$ cat config.mk
export PLATFORM = sky130hd
export DESIGN_NAME = instr_mem_loader_flat
export DESIGN_NICKNAME = d
export VERILOG_FILES = /design/src/rtl/instr_mem_loader_if.sv /design/src/rtl/instr_mem_loader.sv /design/src/flat_wrapper.sv
export SDC_FILE = /design/constraint.sdc
export NUM_CORES = 1
export LEC_CHECK = 0
export BUFFER_PORTS_ARGS = -buffer_cell sky130_fd_sc_hd__buf_2
export CORE_UTILIZATION = 50
export DETAILED_ROUTE_END_ITERATION = 12
export PLACE_DENSITY_LB_ADDON = 0.05
export REMOVE_ABC_BUFFERS = 1
export SLEW_MARGIN = 25
export SYNTH_ARGS = -nofsm -noshare
export SYNTH_HDL_FRONTEND = slang
export SYNTH_SLANG_ARGS = --single-unit
$ cat constraint.sdc
create_clock -name clk -period 4.5 [get_ports clk]
set_clock_uncertainty 0.15 [all_clocks]
set_input_delay 0.675 -clock clk [delete_from_list [all_inputs] [get_ports clk]]
set_output_delay 0.675 -clock clk [all_outputs]
set_load 0.05 [all_outputs]
$ cat src/rtl/instr_mem_loader_if.sv
`default_nettype none
// ============================================================================
// Module   : instr_mem_loader_if
// Brief    : Byte-stream, control and memory-write signals of the loader.
// Revision : 1.0
// ============================================================================
interface instr_mem_loader_if #(
    parameter int ADDR_W = 8
);
    logic              start;
    logic              byte_valid;
    logic [7:0]        byte_data;
    logic              byte_ready;
    logic              mem_we;
    logic [ADDR_W-1:0] mem_waddr;
    logic [31:0]       mem_wdata;
    logic              cpu_hold;
    logic              done;
    logic              err;

    // master: byte source / system controller side
    modport master (
        output start, byte_valid, byte_data,
        input  byte_ready, mem_we, mem_waddr, mem_wdata, cpu_hold, done, err
    );

    // slave: the loader itself
    modport slave (
        input  start, byte_valid, byte_data,
        output byte_ready, mem_we, mem_waddr, mem_wdata, cpu_hold, done, err
    );
endinterface
`default_nettype wire

$ cat src/rtl/instr_mem_loader.sv
`default_nettype none
// ============================================================================
// Module   : instr_mem_loader
// Brief    : Loads a length-prefixed byte image into instruction memory while
//            holding the CPU. INSTR_LOADER_CHECKSUM_EN adds a trailing XOR byte.
// Revision : 1.0
// ============================================================================
module instr_mem_loader #(
    parameter int DEPTH  = 256,
    parameter int ADDR_W = 8        // must equal clog2(DEPTH)
) (
    input  logic              clk,
    input  logic              rst_n,
    instr_mem_loader_if.slave bus
);

`ifdef INSTR_LOADER_CHECKSUM_EN
    typedef enum logic [2:0] {
        S_IDLE = 3'd0, S_LEN0 = 3'd1, S_LEN1 = 3'd2,
        S_DATA = 3'd3, S_DONE = 3'd4, S_CSUM = 3'd5
    } state_t;
    localparam state_t C_AFTER_DATA = S_CSUM;
`else
    typedef enum logic [2:0] {
        S_IDLE = 3'd0, S_LEN0 = 3'd1, S_LEN1 = 3'd2,
        S_DATA = 3'd3, S_DONE = 3'd4
    } state_t;
    localparam state_t C_AFTER_DATA = S_DONE;
`endif

    localparam logic [16:0]       C_DEPTH = 17'(DEPTH);
    localparam logic [ADDR_W-1:0] C_ONE   = ADDR_W'(1);

    state_t            r_state;
    state_t            w_next;
    logic              w_busy;
    logic              w_xfer;
    logic              w_launch;
    logic              w_done;
    logic              w_last_byte;
    logic [15:0]       w_len;
    logic              w_len_zero;
    logic              w_len_bad;

    logic [7:0]        r_len_lo;
    logic [ADDR_W-1:0] r_last_idx;
    logic [ADDR_W-1:0] r_word_idx;
    logic [1:0]        r_byte_cnt;
    logic [23:0]       r_shift;
    logic              r_mem_we;
    logic [ADDR_W-1:0] r_mem_waddr;
    logic [31:0]       r_mem_wdata;
    logic              r_err;
`ifdef INSTR_LOADER_CHECKSUM_EN
    logic [7:0]        r_csum;
`endif

`ifdef INSTR_LOADER_CHECKSUM_EN
    assign w_busy = (r_state == S_LEN0) || (r_state == S_LEN1) ||
                    (r_state == S_DATA) || (r_state == S_CSUM);
`else
    assign w_busy = (r_state == S_LEN0) || (r_state == S_LEN1) ||
                    (r_state == S_DATA);
`endif

    assign w_xfer      = bus.byte_valid && w_busy;
    assign w_launch    = bus.start && ((r_state == S_IDLE) || (r_state == S_DONE));
    assign w_len       = {bus.byte_data, r_len_lo};
    assign w_len_zero  = (w_len == 16'd0);
    assign w_len_bad   = ({1'b0, w_len} > C_DEPTH);
    assign w_last_byte = w_xfer && (r_state == S_DATA) &&
                         (r_byte_cnt == 2'd3) && (r_word_idx == r_last_idx);

    always_ff @(posedge clk or negedge rst_n) begin
        if (!rst_n) begin
            r_state <= S_IDLE;
        end else begin
            r_state <= w_next;
        end
    end

    always_comb begin
        w_next = r_state;
        w_done = 1'b0;
        case (r_state)
            S_IDLE: begin
                if (bus.start) w_next = S_LEN0;
            end
            S_DONE: begin
                w_done = 1'b1;
                if (bus.start) w_next = S_LEN0;
            end
            S_LEN0: begin
                if (w_xfer) w_next = S_LEN1;
            end
            S_LEN1: begin
                if (w_xfer) begin
                    if (w_len_bad)       w_next = S_DONE;
                    else if (w_len_zero) w_next = C_AFTER_DATA;
                    else                 w_next = S_DATA;
                end
            end
            S_DATA: begin
                if (w_last_byte) w_next = C_AFTER_DATA;
            end
`ifdef INSTR_LOADER_CHECKSUM_EN
            S_CSUM: begin
                if (w_xfer) w_next = S_DONE;
            end
`endif
            default: w_next = S_IDLE;
        endcase
    end

    // Datapath: length capture, word assembly and the registered write strobe
    always_ff @(posedge clk or negedge rst_n) begin
        if (!rst_n) begin
            r_len_lo    <= 8'd0;
            r_last_idx  <= '0;
            r_word_idx  <= '0;
            r_byte_cnt  <= 2'd0;
            r_shift     <= 24'd0;
            r_mem_we    <= 1'b0;
            r_mem_waddr <= '0;
            r_mem_wdata <= 32'd0;
            r_err       <= 1'b0;
`ifdef INSTR_LOADER_CHECKSUM_EN
            r_csum      <= 8'd0;
`endif
        end else begin
            r_mem_we <= 1'b0;
            if (w_launch) begin
                r_word_idx <= '0;
                r_byte_cnt <= 2'd0;
                r_shift    <= 24'd0;
                r_err      <= 1'b0;
`ifdef INSTR_LOADER_CHECKSUM_EN
                r_csum     <= 8'd0;
`endif
            end
            if (w_xfer) begin
                case (r_state)
                    S_LEN0: r_len_lo <= bus.byte_data;
                    S_LEN1: begin
                        // N-1 fits ADDR_W bits for every accepted length
                        r_last_idx <= ADDR_W'(w_len - 16'd1);
                        if (w_len_bad) r_err <= 1'b1;
                    end
                    S_DATA: begin
                        r_byte_cnt <= r_byte_cnt + 2'd1;
`ifdef INSTR_LOADER_CHECKSUM_EN
                        r_csum     <= r_csum ^ bus.byte_data;
`endif
                        if (r_byte_cnt == 2'd3) begin
                            r_mem_we    <= 1'b1;
                            r_mem_waddr <= r_word_idx;
                            r_mem_wdata <= {bus.byte_data, r_shift};
                            r_word_idx  <= r_word_idx + C_ONE;
                        end else begin
                            r_shift <= {bus.byte_data, r_shift[23:8]};
                        end
                    end
`ifdef INSTR_LOADER_CHECKSUM_EN
                    S_CSUM: begin
                        if (bus.byte_data != r_csum) r_err <= 1'b1;
                    end
`endif
                    default: ;
                endcase
            end
        end
    end

    assign bus.byte_ready = w_busy;
    assign bus.cpu_hold   = w_busy;
    assign bus.done       = w_done;
    assign bus.err        = r_err;
    assign bus.mem_we     = r_mem_we;
    assign bus.mem_waddr  = r_mem_waddr;
    assign bus.mem_wdata  = r_mem_wdata;

endmodule
`default_nettype wire
$ cat src/flat_wrapper.sv
// flat-port wrapper written by rule: the top's interface ports become plain ports
module instr_mem_loader_flat 
#(
    parameter int DEPTH  = 256,
    parameter int ADDR_W = 8                                  
)
  (clk, rst_n, bus_start, bus_byte_valid, bus_byte_data, bus_byte_ready, bus_mem_we, bus_mem_waddr, bus_mem_wdata, bus_cpu_hold, bus_done, bus_err);
  instr_mem_loader_if #(.ADDR_W(ADDR_W)) bus_i ();
  input  logic clk;
  input  logic rst_n;
  input wire logic [$bits(bus_i.start)-1:0] bus_start;
  input wire logic [$bits(bus_i.byte_valid)-1:0] bus_byte_valid;
  input wire logic [$bits(bus_i.byte_data)-1:0] bus_byte_data;
  output wire logic [$bits(bus_i.byte_ready)-1:0] bus_byte_ready;
  output wire logic [$bits(bus_i.mem_we)-1:0] bus_mem_we;
  output wire logic [$bits(bus_i.mem_waddr)-1:0] bus_mem_waddr;
  output wire logic [$bits(bus_i.mem_wdata)-1:0] bus_mem_wdata;
  output wire logic [$bits(bus_i.cpu_hold)-1:0] bus_cpu_hold;
  output wire logic [$bits(bus_i.done)-1:0] bus_done;
  output wire logic [$bits(bus_i.err)-1:0] bus_err;
  assign bus_i.start = bus_start;
  assign bus_i.byte_valid = bus_byte_valid;
  assign bus_i.byte_data = bus_byte_data;
  assign bus_byte_ready = bus_i.byte_ready;
  assign bus_mem_we = bus_i.mem_we;
  assign bus_mem_waddr = bus_i.mem_waddr;
  assign bus_mem_wdata = bus_i.mem_wdata;
  assign bus_cpu_hold = bus_i.cpu_hold;
  assign bus_done = bus_i.done;
  assign bus_err = bus_i.err;
  instr_mem_loader #(.DEPTH(DEPTH), .ADDR_W(ADDR_W)) u_core (.clk(clk), .rst_n(rst_n), .bus(bus_i));
endmodule
==> summary.md <==
| Metric | Value |
|---|---|
| DR vias/cell | `between 5 and 6` |
| # fillers | `740` |
| Port bufs | `56` |
| Clock root cell | `clkbuf_8` |
| Num CTS Buffers | `9` |
| Synth warn | `0` |
| Initial Util | `0.518` |
| Clock-pin slew on the worst setup and hold paths | `80 ps` |
| Total gr overflow | `0` |
| Vias in the first global route | `2876` |
| Crit start category | `flip-flop` |
| Num rows | `32` |
| CP Capture Type | `primary output` |
| Largest area contributor in the netlist | `dfrtp_1` |
| Leak | `around 2.4 nW` |
| Via count | `2976` |
| IO Count | `57` |
| Final RePlAce weighted congestion | `0.821` |
| DP Wirelength | `5140 um` |
| Sequential area share after synthesis | `0.591` |
| Critical path required time | `3670 ps` |
| CP arrival | `1670 ps` |
| Layout Utilization | `0.583` |
| Layout cell share with drive strength beyond 1 | `0.174` |
| Number of H-tree levels | `3` |
| Synthesis-to-layout area growth | `12.4%` |
| Status | `complete, no violations` |
| FF-to-FF setup slack | `2100 ps` |
| Cell Area, Synth | `0.00403 mm^2` |
| Die area | `0.00841 mm^2` |
| Fin crit share | `0.554` |
| Initial DRC Count | `approximately 170` |
| Max Buffers Root-to-Sink | `2` |
| First-pass GRT wire length | `about 14000 um` |
| Slew of the pin with the lowest slew margin | `748 ps` |
| Critical path class | `flip-flop to primary output` |
| Routed len/inst | `between 10 and 15 um` |
| DRC Markers | `0` |
| Post-DRT Antenna Nets | `0` |
| Cts repair resizes | `0` |
| Initial antenna violation count | `0` |
| Unrepaired setup endpoints after global routing | `no` |
| Worst vdd ir | `0.000263 V` |
| Yosys reg bits | `95` |
| Synth area leaders | `dfrtp_1 (59%), nand2_1 (17%), o21ai_0 (4.4%)` |
| CTS sink cnt | `95` |
| Fmax | `401 MHz` |
| Post-CTS Hold Fix Bufs | `0` |
| Avg Synthesized Cell Area | `about 9.3 um^2` |
| Ant. Diodes | `0` |
| Post-CTS setup buffers | `0` |
| Yosys cell types | `44` |
| Max-Cap Viols | `0` |
| Clk_lat worst skew | `340 ps` |
| GRT Util Overall | `0.207` |
| Crit path time final | `2490 ps` |
| Power Density | `486 mW/mm^2` |
| Min-delay worst type | `primary input to async pin` |
| Sum Neg Setup Slack | `0 ps` |
| Final Hold Fails | `0` |
| Final setup fails | `0` |
| Core Box Area | `just under 0.008 mm^2` |
| CTS tree | `built` |
| Largest net degree at the start of global routing | `57` |
| Post-synth top area share | `0.591` |
| Mapped Cells | `433` |
| CP max FO | `13` |
| Die Height | `around 90 um` |
| DRT Pass-1 Iters | `5` |
| Slew margin rel. | `0.501` |
| Max Slew Vio Count | `0` |
| Final nets | `496` |
| Drt total wl | `7870 um` |
| Die Width | `91.7 um` |
==> layout make-up <==
| class | instances | area, um^2 | area share |
|---|---|---|---|
| timing repair buffer | 59 | 305 | 0.0675 |
| clock inverter | 1 | 7.51 | 0.00166 |
| inverter | 3 | 11.3 | 0.00249 |
| sequential | 95 | 2380 | 0.525 |
| multi-input combinational | 313 | 1550 | 0.343 |
| tap | 102 | 128 | 0.0282 |
| clock buffer | 12 | 145 | 0.0321 |
==> final timing paths <==
kind / start / to / depth (start not counted)
worst max-delay path: u_core.r_state[0] / bus_done / 3
worst min-delay path: rst_n / u_core.bus.mem_wdata[5] / 1
worst max register to register: u_core.r_state[2] / u_core.r_word_idx[5] / 6
worst min register to register: u_core.bus.mem_wdata[3] / u_core.bus.mem_wdata[3] / 2
max in group asynchronous: rst_n / u_core.r_len_lo[1] / 2
min in group clk: u_core.bus.mem_wdata[3] / u_core.bus.mem_wdata[3] / 2
==> flip-flops by register name, summed over array words and instances (netlist names), 2 cells and up <==
name and flops:
u_core.r_word_idx 8, u_core.r_shift 24, u_core.r_byte_cnt 2, u_core.bus.mem_waddr 8, u_core.bus.mem_wdata 32, u_core.r_last_idx 8
u_core.r_state 3, u_core.r_len_lo 8
==> per-stage QoR <==
| stage | total power, W | instance area [um^2] | hold WS (ps) | std cells | setup slack (ps) |
|---|---|---|---|---|---|
| after floorplan | 0.00157 | 3940 | 229 | 411 | 1620 |
| after CTS | 0.00222 | 4530 | 241 | 585 | 2010 |
| final | 0.00220 | 4530 | 216 | 585 | 2010 |
| after detailed placement | 0.00174 | 4370 | 307 | 572 | 1870 |
| after global placement | 0.00172 | 4370 | 303 | 572 | 1940 |
| after global routing | 0.00234 | 4530 | 284 | 585 | 1880 |
==> placed cells by master (no fill, tap or decap), types with 3 or more instances in the layout <==
master / n
xnor2_1: 4
buf_4: 4
xor2_1: 9
nand2_1: 184
nand3_1: 8
ha_1: 3
a21oi_1: 8
mux2_2: 6
o21ai_0: 35
nor4_1: 4
nor2_1: 13
buf_2: 55
mux2i_1: 3
clkbuf_8: 10
dfrtp_1: 95
nand4_1: 3
nor3_1: 3
==> power breakdown <==
part           internal [W]  switching [W]  total [W]
Sequential          0.00101       0.000161    0.00117
Combinational      0.000199       0.000350   0.000549
Clock              0.000208       0.000270   0.000478
==> cells in the mapped netlist, drive strengths merged <==
master and count:
o21ai 36, dfrtp 95, a21oi 9, or4b 1, xor2 9, and3b 1
nand2b 2, o211ai 1, or3 1, a22o 2, o22ai 1, nor3b 1
nor2b 1, nand4b 1, mux2i 3, ha 3, clkbuf 16, o31ai 1
mux2 6, nor3 3, xnor2 4, o41ai 1, nor4 4, nor2 14
buf 6, nand4 3, and3 1, a31oi 2, nand2 185, nand3 9
inv 3, or3b 1, a21o 1, and4b 1, and4 1, and2 1
or4 2, a22oi 1
==> worst max-delay path: stages, from the launching register on <==
cell and delay, ps:
dfrtp_1 510, nor2_1 380, and2_1 180, buf_2 250
==> logic make-up (layout without fill, tap and decap cells) <==
group	Yosys count	in the layout	synth area share
buf+inv	25	75	0.0252
fa+ha+maj	3	3	0.00933
flops	95	95	0.591
xor+xnor	13	13	0.0283
compound gates	55	55	0.0802
mux	9	9	0.0242
simple gates	233	233	0.242
==> per-layer routing <==
layer	share of wire	up-vias	global-route usage
li1	-	1503	-
met1	0.49	1419	0.296
met2	0.47	47	0.325
met3	0.031	7	0.0348
met4	0.0076	0	0.0625
met5	0	-	0
No activity file was read; power rests on OpenSTA's default activity.
